===== config.mk =====
export PLATFORM = sky130hd
export DESIGN_NAME = uart_rx_mem
export DESIGN_NICKNAME = d
export VERILOG_FILES = /design/src/rtl/uart_rx_mem.sv
export SDC_FILE = /design/constraint.sdc
export NUM_CORES = 1
export LEC_CHECK = 0
export CORE_MARGIN = 2
export CORE_UTILIZATION = 40
export CTS_CLUSTER_DIAMETER = 30
export CTS_CLUSTER_SIZE = 40
export DETAILED_ROUTE_END_ITERATION = 6
export SLEW_MARGIN = 15
export SYNTH_ARGS = -nofsm -noshare
export SYNTH_HDL_FRONTEND = slang
export SYNTH_SLANG_ARGS = --single-unit

===== constraint.sdc =====
create_clock -name clk -period 3.2 [get_ports clk]
set_clock_uncertainty 0.2 [all_clocks]
set_input_delay 0.64 -clock clk [delete_from_list [all_inputs] [get_ports clk]]
set_output_delay 0.64 -clock clk [all_outputs]
set_load 0.02 [all_outputs]

===== src/rtl/uart_rx_mem.sv =====
// Memory-mapped UART receiver: 16x oversampled 8N1 deframer, receive FIFO,
// and RXDATA/STATUS/CTRL registers on the dmem bus.
module uart_rx_mem #(
  parameter int unsigned CLKS_PER_SAMPLE = 10,
  parameter int unsigned FIFO_LOG2       = 3
) (
  input  logic        clk,
  input  logic        rst,
  input  logic        rx,
  input  logic [3:0]  writeb,
  input  logic        read,
  input  logic [5:0]  addr,
  input  logic [31:0] wdata,
  output logic [31:0] rdata,
  output logic        irq
);

  localparam int unsigned TW    = (CLKS_PER_SAMPLE > 1) ? $clog2(CLKS_PER_SAMPLE) : 1;
  localparam int unsigned DEPTH = 1 << FIFO_LOG2;
  localparam int unsigned CW    = FIFO_LOG2 + 1;

  typedef enum logic [2:0] {S_IDLE, S_START, S_DATA, S_STOP, S_BREAK} state_t;

  state_t               state, state_n;
  logic [TW-1:0]        tick_cnt;
  logic                 tick_c;
  logic                 rx_m, rx_s;
  logic [3:0]           scnt;
  logic [2:0]           bit_idx;
  logic [7:0]           shreg;
  logic                 scnt_clr_c, scnt_inc_c, bit_clr_c, shift_c, push_c, ferr_set_c;

  logic [7:0]           mem [DEPTH];
  logic [FIFO_LOG2-1:0] wptr, rptr;
  logic [CW-1:0]        count;
  logic                 en, ie, overrun, ferr;
  logic                 empty_c, full_c, pop_c, push_ok_c, ovr_set_c;
  logic                 ctrl_wr_c, stat_wr_c, flush_c;
  logic [31:0]          status_c;
  logic                 unused_ok_c;

  assign unused_ok_c = ^{wdata[31:4], writeb[3:1]};

  // Free-running sample tick and rx synchronizer
  assign tick_c = (tick_cnt == TW'(CLKS_PER_SAMPLE - 1));
  always_ff @(posedge clk) begin
    if (rst) begin
      tick_cnt <= '0;
      rx_m     <= 1'b1;
      rx_s     <= 1'b1;
    end else begin
      tick_cnt <= tick_c ? '0 : tick_cnt + TW'(1);
      rx_m     <= rx;
      rx_s     <= rx_m;
    end
  end

  // FSM state register
  always_ff @(posedge clk) begin
    if (rst) state <= S_IDLE;
    else     state <= state_n;
  end

  // FSM next state
  always_comb begin
    state_n = state;
    if (!en) begin
      state_n = S_IDLE;
    end else begin
      case (state)
        S_IDLE:  if (!rx_s) state_n = S_START;
        S_START: if (tick_c && scnt == 4'd7) state_n = rx_s ? S_IDLE : S_DATA;
        S_DATA:  if (tick_c && scnt == 4'd15 && bit_idx == 3'd7) state_n = S_STOP;
        S_STOP:  if (tick_c && scnt == 4'd15) state_n = rx_s ? S_IDLE : S_BREAK;
        S_BREAK: if (rx_s) state_n = S_IDLE;
        default: state_n = S_IDLE;
      endcase
    end
  end

  // FSM outputs; gated by en so a disabled receiver never pushes
  always_comb begin
    scnt_clr_c = 1'b0;
    scnt_inc_c = 1'b0;
    bit_clr_c  = 1'b0;
    shift_c    = 1'b0;
    push_c     = 1'b0;
    ferr_set_c = 1'b0;
    if (en) begin
      case (state)
        S_IDLE: begin
          scnt_clr_c = 1'b1;
          bit_clr_c  = 1'b1;
        end
        S_START: if (tick_c) begin
          if (scnt == 4'd7) scnt_clr_c = 1'b1;
          else              scnt_inc_c = 1'b1;
        end
        S_DATA: if (tick_c) begin
          if (scnt == 4'd15) begin
            scnt_clr_c = 1'b1;
            shift_c    = 1'b1;
          end else begin
            scnt_inc_c = 1'b1;
          end
        end
        S_STOP: if (tick_c) begin
          if (scnt == 4'd15) begin
            push_c     = rx_s;
            ferr_set_c = ~rx_s;
          end else begin
            scnt_inc_c = 1'b1;
          end
        end
        default: ;
      endcase
    end
  end

  // Deframer datapath
  always_ff @(posedge clk) begin
    if (rst) begin
      scnt    <= '0;
      bit_idx <= '0;
      shreg   <= '0;
    end else begin
      if (scnt_clr_c)      scnt <= '0;
      else if (scnt_inc_c) scnt <= scnt + 4'd1;
      if (bit_clr_c) begin
        bit_idx <= '0;
      end else if (shift_c) begin
        bit_idx <= bit_idx + 3'd1;
        shreg   <= {rx_s, shreg[7:1]};
      end
    end
  end

  assign empty_c   = (count == '0);
  assign full_c    = (count == CW'(DEPTH));
  assign pop_c     = read && (addr == 6'd0) && !empty_c;
  assign ctrl_wr_c = writeb[0] && (addr == 6'd2);
  assign stat_wr_c = writeb[0] && (addr == 6'd1);
  assign flush_c   = ctrl_wr_c && wdata[2];
  assign push_ok_c = push_c && (!full_c || pop_c) && !flush_c;
  assign ovr_set_c = push_c && full_c && !pop_c && !flush_c;

  always_comb begin
    status_c          = '0;
    status_c[0]       = ~empty_c;
    status_c[1]       = full_c;
    status_c[2]       = overrun;
    status_c[3]       = ferr;
    status_c[8 +: CW] = count;
  end

  // FIFO storage
  always_ff @(posedge clk) begin
    if (push_ok_c) mem[wptr] <= shreg;
  end

  // FIFO pointers, status/control registers, read port
  always_ff @(posedge clk) begin
    if (rst) begin
      wptr    <= '0;
      rptr    <= '0;
      count   <= '0;
      en      <= 1'b1;
      ie      <= 1'b0;
      overrun <= 1'b0;
      ferr    <= 1'b0;
      irq     <= 1'b0;
      rdata   <= '0;
    end else begin
      if (flush_c) begin
        wptr  <= '0;
        rptr  <= '0;
        count <= '0;
      end else begin
        if (push_ok_c) wptr <= wptr + FIFO_LOG2'(1);
        if (pop_c)     rptr <= rptr + FIFO_LOG2'(1);
        case ({push_ok_c, pop_c})
          2'b10:   count <= count + CW'(1);
          2'b01:   count <= count - CW'(1);
          default: ;
        endcase
      end
      overrun <= ovr_set_c  | (overrun & ~(stat_wr_c & wdata[2]));
      ferr    <= ferr_set_c | (ferr    & ~(stat_wr_c & wdata[3]));
      if (ctrl_wr_c) begin
        en <= wdata[0];
        ie <= wdata[1];
      end
      irq <= ~empty_c & ie;
      if (read) begin
        case (addr)
          6'd0:    rdata <= empty_c ? 32'd0 : {23'd0, 1'b1, mem[rptr]};
          6'd1:    rdata <= status_c;
          6'd2:    rdata <= {30'd0, ie, en};
          default: rdata <= '0;
        endcase
      end
    end
  end

endmodule


==> metrics <==
metal3 WL 508 µm; commonest non-fill, non-tap cell in the layout edfxtp_1; number of diodes 0; Hold Path Class flip-flop to flip-flop; Max Fclk 325 MHz; Post-DP HPWL 7240 µm; Core ar. 12,500 µm²; Final nets 522; Slowest-stage cell, CP or4_4; Pre-antenna DRT Iters 5; Crit path required time 3.34 ns; Crit path max-delay family simple AND/OR/NAND/NOR gates; Max-cap violations 0; FF+latch count, synth 118; Clock Tree Buf Depth 2; WP buf/inv 1; cell count after synthesis 399; switching power 0.733 mW; Peak VDD IR 0.000423 V; insertion delay to the later sink of the worst-skew pair 0.42 ns; clock sink total 118; slew margin rel. 0.508; Crit Path Class primary input to flip-flop; Post-synth EDFFs 64; die area 13,600 µm²; Power Density 562 nW/µm²; Met1 Wirelength 4470 µm; Netlist Area Pre-Place 5050 µm²; post-route ant nets 0; GR Overflow Total 0; fraction of registers with async set/reset 0; Iter 0 DRT Violations 135; leak pwr 2.20 nW; TNS Setup 0 ns; GPL Wtd Cong 0.806; Initial Util 0.406; row count 41; initial antenna violation count 0; total CTS buffers 17; Syn Area/Cell 12.7 µm²; crit path launch type primary input; pin count of the biggest net entering global routing 31; met2 WL 5020 µm; Top Ports 79; DR WL/cell 15.7 µm; CTS tree built; max-slew violations 0; DIE WIDTH 116 µm; Yosys warning total 0; crit path DAT 3.22 ns; Die H 116 µm; IO buf count 27; commonest cells after routing, fill and taps aside 64 x edfxtp_1, 52 x dfxtp_1, 40 x buf_4, 29 x nor2_1, 28 x nand2_1; ratio of cells with drive above 1 in the final layout 0.230; Reg power frac 0.450; Vias per Instance 5.08; Top Layer Used met4; Routed WL 10,200 µm; Logic pwr share 0.031; P_int 2.81 mW; crit-path cells dlygate4sd2_1 -> or4_4 -> o41a_1 -> or3_4 -> ha_4 -> xor2_1 -> ha_2 -> a21oi_2 -> xor2_1 -> or3_1 -> a21oi_1; post-route minimum period 3.08 ns; # DRC 0; worst slew pin tran 0.720 ns; Total Routing Usage GR 0.163; Clock Power Share 0.519; area delta synth->final 25.0%; Seq/Total Area, Yosys 0.594; Final period util 0.962; crit-path most repeated cell xor2_1; Primary FF master, synth edfxtp_1; vias post-DR 3,307; CP max stage delay 0.42 ns; library cells used by synthesis 51; clock root buffer master clkbuf_16; switching part of the total 0.207; CP Max Fanout 2; Min Hold Slack 0.208 ns; H-tree Lvls 4; clk slew on worst S/H paths 0.05 ns; global-route wire length before repair 16,200 µm; setup bufs post-CTS 0; vias in the first global route 3,215; setup violators final 0; status finished, final reports clean; Final Hold Fails 0; RSZ-0062 raised after global routing false; Worst setup EP type flip-flop
## flip-flops by register name, summed over array words and instances (netlist names), named ones only
name,flops
mem,64
rdata,12
shreg,8
count,4
scnt,4
tick_cnt,4
bit_idx,3
rptr,3
state,3
wptr,3
en,1
ferr,1
ie,1
irq,1
overrun,1
rx_m,1
rx_s,1
## routing by layer
metal,vias up,track usage
li1,1589,-
met1,1605,0.202
met2,93,0.267
met3,20,0.0431
met4,0,0.0794
met5,-,0
## per-stage QoR
step | setup WS, ns | instances | instance area [µm²] | util | power (mW)
after floorplan | -0.290 | 418 | 5130 | - | 1.71
after global placement | -0.596 | 619 | 5690 | 0.457 | 1.74
after detailed placement | -0.634 | 619 | 5690 | 0.457 | 1.74
after CTS | 0.0318 | 651 | 6290 | 0.504 | 3.59
after global routing | 0.000582 | 651 | 6320 | 0.507 | 3.66
final | 0.122 | 651 | 6320 | 0.507 | 3.55
## final timing paths
kind                              from               endpoint  slack [ns]  cells after the start
hold reg to reg        rx_m$_SDFF_PP1_        rx_s$_SDFF_PP1_        0.21                      1
setup / recovery               addr[5]  count[2]$_SDFFE_PP0P_        0.12                     11
hold / removal         rx_m$_SDFF_PP1_        rx_s$_SDFF_PP1_        0.21                      1
setup reg to reg  scnt[1]$_SDFFE_PP0P_  count[2]$_SDFFE_PP0P_        0.13                     11
## worst reg2reg max path: stages, from the launching register on
cell and delay [ns]:
dfxtp_1 0.39, ha_4 0.16, nand3_1 0.10, or4_4 0.52
or3_4 0.43, ha_4 0.18, xor2_1 0.14, ha_2 0.19
a21oi_2 0.04, xor2_1 0.18, or3_1 0.36, a21oi_1 0.12
## cells by family (layout without fill, tap and decap cells)
group                      count (synthesis)  count (layout)  synth area share
AOI/OAI and AO/OA                         54              54            0.0676
xor gates and xnor gates                   7               7            0.0121
adders and majority gates                 10              10            0.0248
buffers and inverters                     48             109            0.0532
DFF                                      118             118             0.594
muxes                                     41              41             0.122
other                                      1              20          0.000742
and+or+nand+nor                          120             120             0.126
## cell type report
type	count	area, µm²
fill	1058	6150
sequential	118	3010
multi-input combinational	252	1910
timing repair buffer	68	571
clock buffer	20	457
tap	172	215
clock inverter	12	126
inverter	9	33.8
## power groups by stage
stage	logic [mW]	clock network, mW	registers [mW]
6_report	0.109	1.84	1.60
5_1_grt	0.120	1.94	1.60
4_1_cts	0.108	1.88	1.60
3_5_place_dp	0.110	0	1.63
3_3_place_gp	0.108	0	1.63
2_1_floorplan	0.0775	0	1.63
## timing repair
| item | 4_1_cts | 5_1_grt |
|---|---|---|
| gates resized for setup | 16 | 8 |
| pin swaps | 8 | 3 |
| setup endpoints to repair | 26 | 3 |
| hold buffers | 0 | 0 |
## synthesized netlist by cell type (all sizes together), types with 5 or more instances
cell | number | share of area
dfxtp | 54 | 0.21
clkbuf | 13 | 0.0097
or3 | 5 | 0.0072
nand3 | 9 | 0.0089
nor4b | 5 | 0.012
inv | 9 | 0.0067
edfxtp | 64 | 0.38
ha | 10 | 0.025
a21oi | 18 | 0.018
nand2 | 28 | 0.021
buf | 26 | 0.037
nor3 | 9 | 0.0089
o21ai | 15 | 0.015
mux2i | 21 | 0.042
nor4 | 11 | 0.014
nor2 | 30 | 0.022
mux4 | 16 | 0.071
No activity file was read; power rests on OpenSTA's default activity.
